<file path="config.mk">
export PLATFORM = sky130hd
export DESIGN_NAME = act_lane_array
export DESIGN_NICKNAME = d
export VERILOG_FILES = /design/src/rtl/act_pkg.sv /design/src/rtl/act_lane.sv /design/src/rtl/act_lane_array.sv
export SDC_FILE = /design/constraint.sdc
export NUM_CORES = 2
export LEC_CHECK = 0
export ABC_AREA = 1
export BUFFER_PORTS_ARGS = -buffer_cell sky130_fd_sc_hd__buf_2
export CELL_PAD_IN_SITES_DETAIL_PLACEMENT = 0
export CELL_PAD_IN_SITES_GLOBAL_PLACEMENT = 2
export CORE_ASPECT_RATIO = 0.7
export CORE_MARGIN = 5
export CORE_UTILIZATION = 35
export CTS_BUF_LIST = sky130_fd_sc_hd__clkbuf_16
export CTS_CLUSTER_DIAMETER = 30
export CTS_CLUSTER_SIZE = 20
export DETAILED_ROUTE_END_ITERATION = 16
export PLACE_DENSITY = 0.86
export SLEW_MARGIN = 20
export SYNTH_ARGS = -nofsm -noshare
export SYNTH_HDL_FRONTEND = slang
export SYNTH_SLANG_ARGS = --single-unit
</file>
<file path="constraint.sdc">
create_clock -name clk -period 5.59 [get_ports clk]
set_input_delay 0.2795 -clock clk [delete_from_list [all_inputs] [get_ports clk]]
set_output_delay 0.2795 -clock clk [all_outputs]
set_load 0.02 [all_outputs]
</file>
<file path="src/rtl/act_pkg.sv">
// Shared types and constants for the multi-lane activation unit.
package act_pkg;

  typedef enum logic [1:0] {
    ACT_SILU   = 2'd0,
    ACT_RELU   = 2'd1,
    ACT_LEAKY  = 2'd2,
    ACT_BYPASS = 2'd3
  } act_mode_e;

  localparam int LEAKY_SHIFT = 3;
  localparam int HSIG_SHIFT  = 2;

endpackage

</file>
<file path="src/rtl/act_lane.sv">
// One activation lane: S1 captures x/mode and the hard sigmoid, S2 forms x*s,
// S3 selects the activated result. Each stage loads only on its enable.
module act_lane
  import act_pkg::*;
#(
  parameter int DATA_WIDTH = 16,
  parameter int FRAC_BITS  = 8
) (
  input  logic                         clk,
  input  logic                         reset,
  input  logic                         en1,
  input  logic                         en2,
  input  logic                         en3,
  input  logic signed [DATA_WIDTH-1:0] x,
  input  act_mode_e                    mode,
  output logic signed [DATA_WIDTH-1:0] y
);

  localparam int PW = 2 * DATA_WIDTH;
  localparam logic signed [DATA_WIDTH:0] ONE =
    {{(DATA_WIDTH-FRAC_BITS){1'b0}}, 1'b1, {FRAC_BITS{1'b0}}};
  localparam logic signed [DATA_WIDTH:0] HALF =
    {{(DATA_WIDTH-FRAC_BITS+1){1'b0}}, 1'b1, {(FRAC_BITS-1){1'b0}}};

  logic signed [DATA_WIDTH:0]   s_raw, s_next, s1;
  logic signed [DATA_WIDTH-1:0] x1, x2, y_next;
  logic signed [PW-1:0]         p2;
  act_mode_e                    m1, m2;
  logic                         unused_p;

  // Hard sigmoid x/4 + 0.5, one bit wider than x so the offset cannot overflow.
  always_comb begin
    s_raw  = {x[DATA_WIDTH-1], x >>> HSIG_SHIFT} + HALF;
    s_next = s_raw;
    if (s_raw[DATA_WIDTH])  s_next = '0;
    else if (s_raw > ONE)   s_next = ONE;
  end

  always_comb begin
    y_next = x2;
    case (m2)
      ACT_SILU:  y_next = p2[FRAC_BITS +: DATA_WIDTH];
      ACT_RELU:  y_next = x2[DATA_WIDTH-1] ? '0 : x2;
      ACT_LEAKY: y_next = x2[DATA_WIDTH-1] ? (x2 >>> LEAKY_SHIFT) : x2;
      default:   y_next = x2;
    endcase
  end

  // NOTE: datapath registers are reset too, so out_data reads 0 during and after reset.
  always_ff @(posedge clk or negedge reset) begin
    if (!reset) begin
      x1 <= '0;
      s1 <= '0;
      m1 <= ACT_SILU;
      x2 <= '0;
      p2 <= '0;
      m2 <= ACT_SILU;
      y  <= '0;
    end else begin
      if (en1) begin
        x1 <= x;
        s1 <= s_next;
        m1 <= mode;
      end
      if (en2) begin
        x2 <= x1;
        p2 <= PW'(x1) * PW'(s1);
        m2 <= m1;
      end
      if (en3) y <= y_next;
    end
  end

  // |x*s| >> F never exceeds |x|, so only the middle slice of the product is used.
  assign unused_p = ^{p2[PW-1:FRAC_BITS+DATA_WIDTH], p2[FRAC_BITS-1:0]};

endmodule

</file>
<file path="src/rtl/act_lane_array.sv">
// LANES-wide 3-stage activation pipeline with valid/ready flow control.
// Optional beat counter (stat_clr/stat_beats) when ACT_STATS_EN is defined.
module act_lane_array
  import act_pkg::*;
#(
  parameter int LANES      = 4,
  parameter int DATA_WIDTH = 16,
  parameter int FRAC_BITS  = 8
) (
  input  logic                        clk,
  input  logic                        reset,
  input  logic [LANES*DATA_WIDTH-1:0] in_data,
  input  logic [1:0]                  in_mode,
  input  logic                        in_valid,
  output logic                        in_ready,
  output logic [LANES*DATA_WIDTH-1:0] out_data,
  output logic                        out_valid,
  input  logic                        out_ready
`ifdef ACT_STATS_EN
  ,
  input  logic                        stat_clr,
  output logic [31:0]                 stat_beats
`endif
);

  logic v1, v2, v3;
  logic en1, en2, en3;

  // NOTE: enables chain back from the output only; in_valid never reaches in_ready.
  assign en3      = !v3 || out_ready;
  assign en2      = !v2 || en3;
  assign en1      = !v1 || en2;
  assign in_ready = en1;
  assign out_valid = v3;

  always_ff @(posedge clk or negedge reset) begin
    if (!reset) begin
      v1 <= 1'b0;
      v2 <= 1'b0;
      v3 <= 1'b0;
    end else begin
      if (en1) v1 <= in_valid;
      if (en2) v2 <= v1;
      if (en3) v3 <= v2;
    end
  end

  for (genvar i = 0; i < LANES; i++) begin : g_lane
    act_lane #(
      .DATA_WIDTH(DATA_WIDTH),
      .FRAC_BITS (FRAC_BITS)
    ) u_lane (
      .clk  (clk),
      .reset(reset),
      .en1  (en1),
      .en2  (en2),
      .en3  (en3),
      .x    (in_data[i*DATA_WIDTH +: DATA_WIDTH]),
      .mode (act_mode_e'(in_mode)),
      .y    (out_data[i*DATA_WIDTH +: DATA_WIDTH])
    );
  end

`ifdef ACT_STATS_EN
  logic [31:0] stat_q;

  always_ff @(posedge clk or negedge reset) begin
    if (!reset)                      stat_q <= '0;
    else if (stat_clr)               stat_q <= '0;
    else if (out_valid && out_ready) stat_q <= stat_q + 32'd1;
  end

  assign stat_beats = stat_q;
`endif

endmodule

</file>
==> reports/metrics.csv <==
metric;value;unit
outcome;complete, no violations;
Yosys top cell area share;28.8;%
Power Density;237;nW/µm²
Synth Area in Adders;38.3;%
synth top area cells;fa_1 (29%), dfrtp_1 (19%), nand2_1 (14%), inv_1 (13%), ha_1 (9.5%);
Die Area;129000;µm²
P_sw;4390;µW
largest family of logic cells by synthesized area;adder cells;
Core ar.;121000;µm²
Worst Skew;0.0684;ns
Max Slew Vio Count;0;
critical path class;flop to flop;
Synth Area in Simple Gates;20.4;%
Synth Area in Compound Gates;5.73;%
synthesized area per cell;7.47;µm²
io pins;136;
Clk pwr share;44.3;%
worst vdd ir;0.205;mV
XOR/XNOR share of the synthesized area;0.762;%
#FFs+latches synth;319;
drt first pass iters;8;
root buffer cell;clkbuf_16;
critical-path cell list;nand2_1, inv_1, fa_1, inv_1, fa_1, fa_1, fa_1, inv_1, fa_1, inv_1, fa_1, inv_1, ha_2, nand2_1, nor2_1, inv_1, nor3_2, nand3_1, nand3_1, nand2_1, nand3_1, o21ai_0;
Post-route DRC;0;
Synth Net Count;6699;
worst skew pair latency;0.69;ns
Die Y;302;µm
CTS Buf Count;88;
clk buf depth;3;
multiplexer share of the synthesized area;0;%
Layout area overhead;17.6;%
Net count, final;6943;
setup ws final;0.220;ns
Via density;4.64;
total power;11900;µW
Max-Cap Viols;0;
CP Launch Type;flop;
CTS tree;yes;
final period utilization;96.1;%
most frequent cell after synthesis;nand2_1;
GRT Overall Usage;20.7;%
final setup fails;0;
IO buf count;135;
Rows;107;
Post-synth EDFFs;0;
CTS sink count;319;
RD Place Congestion;0.856;
layout cells sized above 1;11.1;%
Hold Violations, Final;0;
vias in the first global route;36200;
Avg WL per Cell;17.1;µm
Worst setup EP type;flop;
internal power;7480;µW
grt ovf;0;
Worst Path Required;6.13;ns
unrepaired setup endpoints after global routing;yes;
Yosys top cell by area;fa_1;
top post-synthesis cells by count;nand2_1 (1,613), inv_1 (1,526), fa_1 (612);
slew margin rel.;28.0;%
Synth Instances;5693;
Worst Tran Pin Value;1.08;ns
vias;35400;
largest net degree at the start of global routing;103;
Initial Util;35.1;%
Synth cell types;37;
HP Class;primary input to async pin;
first-pass GRT wire length;209000;µm
leakage power;0.0285;µW
Sw Share;37.0;%
DP Worst Slack;-0.0834;ns
Async SR Flop Fraction;100;%
initial antenna violation count;4;
post-synthesis sequential area ratio;18.8;%
crit-path max FO;9;
total wire length;130000;µm
CP peak stage delay;0.55;ns
Synth Cell Area;42500;µm²
Post-DRT Antenna Nets;0;
DP HPWL;104000;µm
fmax;186;MHz
Reg power frac;27.5;%
clock transition time at the flip-flop clock pins of the worst setup and hold paths;0.05;ns
Yosys Warn Count;0;
Synth Flop Type;dfrtp_1;
WP data arrival;5.91;ns
Comb pwr share;28.2;%
Die W;427;µm
1st-iter DRT viols;2220;
crit path time final;5.37;ns
Slowest-stage cell, CP;fa_1;
H-tree levels;3;
==> area by class of cell <==
class                   count  area [µm²]
fillers                 12500       71100
well taps                1635        2050
repair buffers            421        3140
diodes                      3        7.51
inverters                1529        5740
multi-input cells        3578       28000
clock inverters            74         898
clock buffers              88        2200
flip-flops and latches    319        8070
==> power by group through the flow <==
stage	clock network, µW	registers (µW)	logic, µW
finish	5260	3260	3350
global placement	0	3280	3270
global route	5490	3320	3780
floorplan	0	3140	1990
detailed placement	0	3290	3280
CTS	5360	3260	3340
==> final timing paths <==
path                                   startpoint                       to  slack, ns  cells after the start
setup reg to reg           g_lane[1].u_lane.s1[7]  g_lane[1].u_lane.p2[20]       0.22                     22
max in group asynchronous                   reset   g_lane[0].u_lane.x1[5]       3.95                      3
hold reg to reg                                v2                out_valid       0.44                      2
hold / removal                              reset   g_lane[2].u_lane.s1[4]       0.16                      2
setup / recovery           g_lane[1].u_lane.s1[7]  g_lane[1].u_lane.p2[20]       0.22                     22
min in group clk                      in_data[57]   g_lane[3].u_lane.s1[8]       0.19                      6
==> worst max-delay path, delay by kind of cell (launching register included) <==
| kind | cells | cell delay, ns |
|---|---|---|
| buffers and inverters | 6 | 0.35 |
| AOI/OAI and AO/OA | 1 | 0.11 |
| and+or+nand+nor | 8 | 0.94 |
| adders and majority gates | 7 | 3.35 |
| DFF | 1 | 0.49 |
==> flip-flops by register name, indices dropped and copies added, names as in the netlist <==
| register | flops |
|---|---|
| v2 | 1 |
| g_lane.u_lane.y | 64 |
| g_lane.u_lane.x1 | 64 |
| g_lane.u_lane.p2 | 64 |
| g_lane.u_lane.m1 | 2 |
| v1 | 1 |
| g_lane.u_lane.m2 | 2 |
| out_valid | 1 |
| g_lane.u_lane.x2 | 64 |
| g_lane.u_lane.s1 | 56 |
==> metal layers <==
layer  vias up  wire (µm)  global-route usage, %
li1      17200          -                      -
met1     17300      64300                   30.9
met2       866      54700                   30.8
met3       161       8150                   4.06
met4         2       3340                   5.05
met5         -         13                      0
==> metrics by stage <==
step | std cells | cell area (µm²) | hold slack (ns) | TNS [ns] | util, %
4_1_cts | 7628 | 49700 | 0.148 | 0 | 41.0
6_report | 7647 | 50100 | 0.158 | 0 | 41.3
5_1_grt | 7646 | 50000 | 0.210 | -0.129 | 41.3
2_1_floorplan | 5693 | 42500 | -0.0161 | 0 | -
3_5_place_dp | 7399 | 45900 | 0.318 | -0.136 | 37.9
3_3_place_gp | 7399 | 45900 | 0.315 | -0.0285 | 37.9
==> logic make-up (layout without fill, tap and decap cells) <==
group	Yosys count	in the layout
AOI/OAI and AO/OA	457	457
buffers and inverters	1796	2112
adders and majority gates	936	936
DFF	319	319
and+or+nand+nor	2148	2148
other	0	3
xor gates and xnor gates	37	37
==> cell usage in the layout, fill, tap and decap left out, drive strengths merged <==
master / synthesis / final
dlygate4sd3: 0 / 67
a31oi: 43 / 43
bufinv: 0 / 14
a21boi: 1 / 1
or2: 57 / 57
o21bai: 4 / 4
a21oi: 133 / 133
nand3: 148 / 148
nor2: 215 / 215
fa: 612 / 612
and2: 3 / 3
o21a: 8 / 8
o211ai: 12 / 12
ha: 324 / 324
dfrtp: 319 / 319
nand2b: 1 / 1
xnor2: 22 / 22
clkinvlp: 0 / 9
diode: 0 / 3
clkinv: 0 / 42
nor3: 21 / 21
nor4: 9 / 9
inv: 1529 / 1538
o22ai: 16 / 16
o21ai: 236 / 236
a21o: 4 / 4
nand3b: 12 / 12
buf: 33 / 354
nand4: 69 / 69
xor2: 15 / 15
clkbuf: 234 / 88
nand2: 1613 / 1613
==> what timing repair did <==
action	CTS	global route
endpoints found under the setup margin	2	46
buffers inserted	0	16
pin swaps	0	7
resized for setup	4	106
hold buffers	67	0
hold endpoints to repair	184	0
No activity file was read; power rests on OpenSTA's default activity.
